`src/rtl/int_pkg.sv`:
```
// int_pkg: line count, line index type and priority helpers shared by the int_ctrl3 slice.
package int_pkg;

    localparam int unsigned INT_LINES = 3;

    // 0 means "no line"; 1..INT_LINES name a break line.
    typedef logic [1:0] line_idx_t;

    function automatic line_idx_t prio_enc(input logic [INT_LINES-1:0] v);
        line_idx_t idx;
        idx = '0;
        for (int unsigned i = 0; i < INT_LINES; i++) begin
            if (v[i]) idx = line_idx_t'(i + 1);
        end
        return idx;
    endfunction

    function automatic logic [INT_LINES-1:0] line_mask(input line_idx_t k);
        return (k == '0) ? '0 : (INT_LINES'(1) << (k - 2'd1));
    endfunction

endpackage

```
`src/rtl/int_edge_sync.sv`:
```
// int_edge_sync: 2-flop synchronizer plus previous-value flop; pulses for one cycle per rising edge.
module int_edge_sync (
    input  logic clk,
    input  logic rst,
    input  logic req_line,
    output logic pulse
);

    logic sync1, sync2, prev;

    always_ff @(posedge clk) begin
        if (rst) begin
            sync1 <= 1'b0;
            sync2 <= 1'b0;
            prev  <= 1'b0;
        end else begin
            sync1 <= req_line;
            sync2 <= sync1;
            prev  <= sync2;
        end
    end

    assign pulse = sync2 & ~prev;

endmodule

```
`src/rtl/int_ctrl3.sv`:
```
// int_ctrl3: three-line prioritized interrupt controller with ack/eret handshake.
// Define INT_NEST_EN to let a higher line preempt a lower in-service line.
module int_ctrl3
    import int_pkg::*;
#(
    parameter logic [11:0] VEC_BASE   = 12'h100,
    parameter logic [11:0] VEC_STRIDE = 12'h010
) (
    input  logic        clk,
    input  logic        RST,
    input  logic        break1,
    input  logic        break2,
    input  logic        break3,
    input  logic        int_en,
    input  logic        int_ack,
    input  logic        eret,
    input  logic        mask_we,
    input  logic [2:0]  mask_wdata,
    output logic        interrupt,
    output logic [11:0] vec_addr,
    output logic        IW1,
    output logic        IW2,
    output logic        IW3,
    output logic        ir1_sig,
    output logic        ir2_sig,
    output logic        ir3_sig
);

    logic [INT_LINES-1:0] breaks, edges, pending, mask, in_service;
    logic [INT_LINES-1:0] eligible, ack_clr, eret_clr;
    line_idx_t            cur, top;
    logic                 req, ack_take, eret_take;

    assign breaks = {break3, break2, break1};

    for (genvar g = 0; g < INT_LINES; g++) begin : g_sync
        int_edge_sync u_sync (
            .clk      (clk),
            .rst      (RST),
            .req_line (breaks[g]),
            .pulse    (edges[g])
        );
    end

    always_comb begin
        eligible  = int_en ? (pending & mask) : '0;
        top       = prio_enc(eligible);
        cur       = prio_enc(in_service);
`ifdef INT_NEST_EN
        req       = (top > cur);
`else
        req       = (top != '0) && (in_service == '0);
`endif
        eret_take = eret & (|in_service);
        // Ack only accepts a line still entitled to service, keeping in-service strictly nested.
        ack_take  = int_ack & interrupt & ~eret_take & req;
        ack_clr   = ack_take ? line_mask(top) : '0;
        eret_clr  = eret_take ? line_mask(cur) : '0;
    end

    always_ff @(posedge clk) begin
        if (RST) begin
            pending    <= '0;
            mask       <= '1;
            in_service <= '0;
            vec_addr   <= '0;
            interrupt  <= 1'b0;
        end else begin
            // A fresh edge on the acked line survives the clear.
            pending    <= (pending & ~ack_clr) | edges;
            in_service <= (in_service | ack_clr) & ~eret_clr;
            if (mask_we) mask <= mask_wdata;
            if (ack_take) vec_addr <= VEC_BASE + 12'(top - 2'd1) * VEC_STRIDE;
            interrupt  <= req & ~ack_take & ~eret_take;
        end
    end

    assign IW1     = pending[0];
    assign IW2     = pending[1];
    assign IW3     = pending[2];
    assign ir1_sig = in_service[0];
    assign ir2_sig = in_service[1];
    assign ir3_sig = in_service[2];

endmodule

```
`config.mk`:
```
export PLATFORM = sky130hd
export DESIGN_NAME = int_ctrl3
export DESIGN_NICKNAME = d
export VERILOG_FILES = /design/src/rtl/int_pkg.sv /design/src/rtl/int_edge_sync.sv /design/src/rtl/int_ctrl3.sv
export SDC_FILE = /design/constraint.sdc
export NUM_CORES = 1
export LEC_CHECK = 0
export ABC_AREA = 1
export BUFFER_PORTS_ARGS = -buffer_cell sky130_fd_sc_hd__buf_2
export CORE_ASPECT_RATIO = 0.7
export CORE_MARGIN = 2
export CORE_UTILIZATION = 35
export CTS_CLUSTER_SIZE = 16
export DETAILED_ROUTE_END_ITERATION = 10
export GPL_TIMING_DRIVEN = 0
export PLACE_DENSITY = 0.67
export SKIP_CTS_REPAIR_TIMING = 1
export SYNTH_ARGS = -nofsm -noshare
export SYNTH_HDL_FRONTEND = slang
export SYNTH_HIERARCHICAL = 1
export SYNTH_SLANG_ARGS = --single-unit
```
`constraint.sdc`:
```
create_clock -name clk -period 2.8 [get_ports clk]
set_clock_uncertainty 0.05 [all_clocks]
set_input_delay 0.42 -clock clk [delete_from_list [all_inputs] [get_ports clk]]
set_output_delay 0.42 -clock clk [all_outputs]
set_load 0.01 [all_outputs]
```
**Word-level counts from Yosys, hierarchy flattened**

Cells that the tools add are included.

- Register bits: 31
- Output and inout bits: 19
- Input port bits: 12
- Logic and storage cells: 58

- Add/sub/neg operators: 4
- Reductions and logical operators: 6
- Multiplexer cells: 11
- Shifts and indexed selects: 2
- Bitwise gates (word level): 21

Operators by type and width:

| operator | number |
|---|---|
| $mux 3 | 5 |
| $add 10x7->11 const A | 1 |
| $and 1x1->1 | 9 |
| $and 3x3->3 | 3 |
| $mux 2 | 4 |
| $not 3->3 | 2 |
| $or 3x3->3 | 2 |
| $shl 1x2->3 const A | 2 |
| $not 1->1 | 5 |
| $logic_not 2->1 | 2 |
| $sub 2x1->2 const B | 2 |
| $logic_not 3->1 | 1 |
| $reduce_or 3->1 | 1 |
| $sub 2x1->3 const B | 1 |
| $mux 1 | 2 |
| $reduce_bool 2->1 | 1 |
| $logic_and 1x1->1 | 1 |

**Depth between registers and ports, before layout**

- Depth in word-level cells: 12
- Mapped depth: 12
- Mapped depth without buffers: 12

**Modules after synthesis**

The synthesis kept the hierarchy.

Modules (own cells, without submodules):

| module | cells each | seq. area each (um^2) | instances | area an instance (um^2) |
|---|---|---|---|---|
| int_ctrl3 | 88 | 280.3 | 1 | 704.4 |
| int_edge_sync | 10 | 60.1 | 3 | 86.3 |

**Worst setup path after synthesis**

OpenSTA, ideal clock, no wires.

- Kind: reg2reg
- From: register pending[2]
- To: register pending[0]
- Library setup time: 116 ps
- Stages on the path, launching flop included: 13
- Path buffers: 0
- Period minus slack after synthesis: 1601 ps
- Data required time: 2634 ps
- Setup slack: 1199 ps
- Arrival: 1435 ps
- Cell sequence: dfxtp_1 > nand2_1 > inv_1 > nand2_1 > nand2_1 > nand2_2 > ha_1 > nor2_4 > nand2_4 > nor2_8 > nand2_2 > nand2_1 > a21oi_1

- Cells in the longest elaborated chain, start to end: 10

Ends and longest elaborated chain:

| what | line | RTL |
|---|---|---|
| start, declared | int_ctrl3.sv:29 | `logic [INT_LINES-1:0] breaks, edges, pending, mask, in_service;` |
| start signal, assigned | int_ctrl3.sv:70 | `pending <= (pending & ~ack_clr) \| edges;` |
| $and 3x3->3 * | int_ctrl3.sv:46 | `eligible = int_en ? (pending & mask) : '0;` |
| $mux 3 * | int_ctrl3.sv:46 |  |
| $mux 2 * | int_pkg.sv:13 | `if (v[i]) idx = line_idx_t'(i + 1);` |
| $sub 2x1->2 / $reduce_bool 2->1 (equally long branches) | int_pkg.sv:19, int_ctrl3.sv:52 |  |
| $shl 1x2->3 / $logic_and 1x1->1 (equally long branches) | int_pkg.sv:19, int_ctrl3.sv:52 |  |
| $mux 3 / $and 1x1->1 (equally long branches) | int_pkg.sv:19, int_ctrl3.sv:56 |  |
| $mux 3 * | int_ctrl3.sv:57 | `ack_clr = ack_take ? line_mask(top) : '0;` |
| $not 3->3 * | int_ctrl3.sv:70 |  |
| $and 3x3->3 * | int_ctrl3.sv:70 |  |
| $or 3x3->3 * | int_ctrl3.sv:70 |  |

Every way passes the cells marked *; elsewhere a longest branch is shown, timed or not.
A chain may end at the register's enable or synchronous reset.

**Final worst setup path**

Same ends and word-level chain as after synthesis.

==> run_results.csv <==
group,metric,value,unit
sta,setup_viol,0,
floorplan,rows,15,
global_routing,antenna_found_initial,0,
synthesis,syn_avg_cell_area,8.16,um2
sta,finalMaxSlewViolations,0,
floorplan,die_w,66.7,um
detailed_routing,viasPerCell,4.01,
clocking,cts_tree,"yes",
setup_path,critPathSlowestCell,"dfxtp_1",
setup_path,r2r_end,"pending[0]",
setup_path,path_common_cell,"nand2_1",
place,gp_congestion,0.755,
synthesis,ys_top_cells_by_area,"dfxtp_1, inv_1, buf_4",
floorplan,initial_core_util,38.0,%
detailed_routing,initialDrtViolationCount,25,
detailed_routing,vias,742,
finish,drive_above_1_share,31.8,%
sta,rsz0062_at_grt,"false",
floorplan,num_io_pins,31,
synthesis,yosys.cell_types.count,20,
setup_path,timing.rr.start,"pending[2]",
detailed_routing,first_pass_iters,4,
clocking,cts_buffers,3,
clocking,clk_root_buffer_cell,"clkbuf_8",
setup_path,r2r_slack,1.10,ns
power_and_ir_drop,ir_worst_vdd,0.220,mV
setup_path,cp_cell_sequence,"nand2_1, inv_1, nand2_1, nand2_1, nand2_2, ha_1, nor2_4, nand2_4, nor2_8, nand2_2, nand2_1, a21oi_1",
job,maxCapViolCount,0,
setup_path,endpoint_kind,"register",
sta,tns,0,ns
detailed_routing,wire_per_inst,8.71,um
clocking,htreeDepth,1,
sta,finalHoldViolCount,0,
setup_path,cp.arrival,1.80,ns
global_routing,grt_max_degree,17,
global_routing,grt_overflow,0,
finish,num_antenna_cells,0,
global_routing,grt_use_total,11.4,%
floorplan,die_y,47.9,um
min_path,hold_class,"primary input to register",
setup_path,critical_path.max_fanout,5,
setup_path,cp-startpoint,"pending[2]",
synthesis,synth-async-reset-ratio,0,%
synthesis,synth_warnings,6,
detailed_routing,drc,0,
power_and_ir_drop,powerDensity,514,nW/um2
setup_path,critPathKind,"register to register",
synthesis,ys.flop_type,"dfxtp_1",
setup_path,reg2regPathDepth,12,
synthesis,yosys_register_bits,23,
sta,clock.fmax,0.588,GHz
setup_path,required,2.90,ns
place,dpl.hpwl,1240,um
clocking,cts.path.max_buffers,2,
finish,area_growth,23.5,%
synthesis,seq_area_frac_synth,47.8,%
clocking,clkSinkCount,23,
global_routing,grt_pass1_vias,634,
synthesis,synth_common_cells,"dfxtp_1, inv_1, nor2_1, nand2_1",
synthesis,synth_largest_area_cell,"dfxtp_1",
setup_path,max_stage_delay,0.35,ns
floorplan,dieArea,3200,um2
synthesis,postSynthCellCount,118,
clocking,clk_latency,0.27,ns
min_path,min_path_cells,3,
detailed_routing,routed_wl,1610,um
min_path,min_to,"g_sync[0].u_sync/sync1",
sta,min_period,1.70,ns
synthesis,syn_area,963,um2
detailed_routing,drtAntennaViolNets,0,
global_routing,grt_first_pass_wirelength,2560,um
min_path,hold_start,"break1",
synthesis,synth_edf_count,0,
setup_path,critPathLaunchType,"register",
sta,finalCritPeriodShare,60.8,%
power_and_ir_drop,leakagePower,0.000634,uW
finish,final_util,47.0,%
setup_path,critPathTopFamily,"simple AND/OR/NAND/NOR gates",
setup_path,path_buf_inv,1,
synthesis,synth_top_area_share,47.8,%
finish,layout.nets,166,
floorplan,core_area,2530,um2
place,io_buffers,23,
clocking,clkTransAtPathRegs,0.08,ns
run_status,status,"complete, no violations",
[worst reg2reg max path, delay by kind of cell (launching register included)]
family / cells / cell delay, ns
AOI/OAI and AO/OA: 1 / 0.05
DFF: 1 / 0.35
and+or+nand+nor: 9 / 0.84
buffers and inverters: 1 / 0.07
adders and majority gates: 1 / 0.23
[where the power goes]
part / internal, uW / total, uW / switching, uW
sequential: 339 / 344 / 4.98
clock: 99.4 / 204 / 104
combinational: 27.5 / 63.8 / 36.3
[cell usage in the layout, fill, tap and decap left out]
cell	instances
buf_2	23
dfxtp_1	23
o21ai_1	2
nor2_1	15
nor2_8	1
nor2_4	2
o21a_1	2
nand2_2	5
nand2_1	14
inv_1	23
nand3_2	1
buf_4	8
nand3_1	8
ha_1	2
nand2_4	1
nor2_2	1
a21oi_2	2
clkbuf_8	3
a21oi_1	5
conb_1	7
clkinv_2	1
o21ai_0	1
nor3_1	1
[layout make-up]
cell class / instances / area [um2]
fill: 264 / 1340
sequential: 23 / 460
multi-input combinational: 70 / 379
timing repair buffer: 23 / 115
inverter: 23 / 86.3
buffer: 8 / 60.1
tap: 34 / 42.5
clock buffer: 3 / 41.3
clock inverter: 1 / 5.00
[worst max path at each step]
stage	to	slack, ns	depth (start not counted)
2_1_floorplan	pending[0]	1.20	12
3_5_place_dp	pending[0]	1.01	12
4_1_cts	pending[0]	1.08	12
3_3_place_gp	pending[0]	1.04	12
6_report	pending[0]	1.10	12
5_1_grt	pending[0]	0.96	12
[per-stage QoR]
stage	cell area, um2	power, uW	setup slack, ns	cells	hold WS, ns
finish	1190	611	1.10	185	0.302
global placement	1140	413	1.04	181	0.339
global route	1190	648	0.963	185	0.289
detailed placement	1140	415	1.01	181	0.349
CTS	1190	620	1.08	185	0.296
floorplan	986	395	1.20	124	0.338
[logic make-up after synthesis]
logic type                 after synthesis  synth area share [%]
and+or+nand+nor                         49                  26.5
buffers and inverters                   31                  15.2
DFF                                     23                  47.8
AOI/OAI and AO/OA                       12                  7.53
adders and majority gates                2                  2.60
other                                    1                 0.389
[state kept, by name (all words and copies together), names as in the netlist]
signal	flops
g_sync.u_sync/sync1	3
vec_addr	4
g_sync.u_sync/sync2	3
g_sync.u_sync/prev	3
in_service	3
interrupt	1
pending	3
mask	3
[layer usage]
layer / part of all wire, % / track usage [%] / vias to the layer above / wire length, um
met5: 0 / 0 / - / 0
met4: 1.7 / 6.12 / 0 / 28
met3: 8.2 / 5.18 / 5 / 132
met2: 46 / 20.6 / 20 / 742
met1: 44 / 11.5 / 312 / 708
li1: - / - / 405 / -
Note: power is estimated with default switching activity, not from simulation.
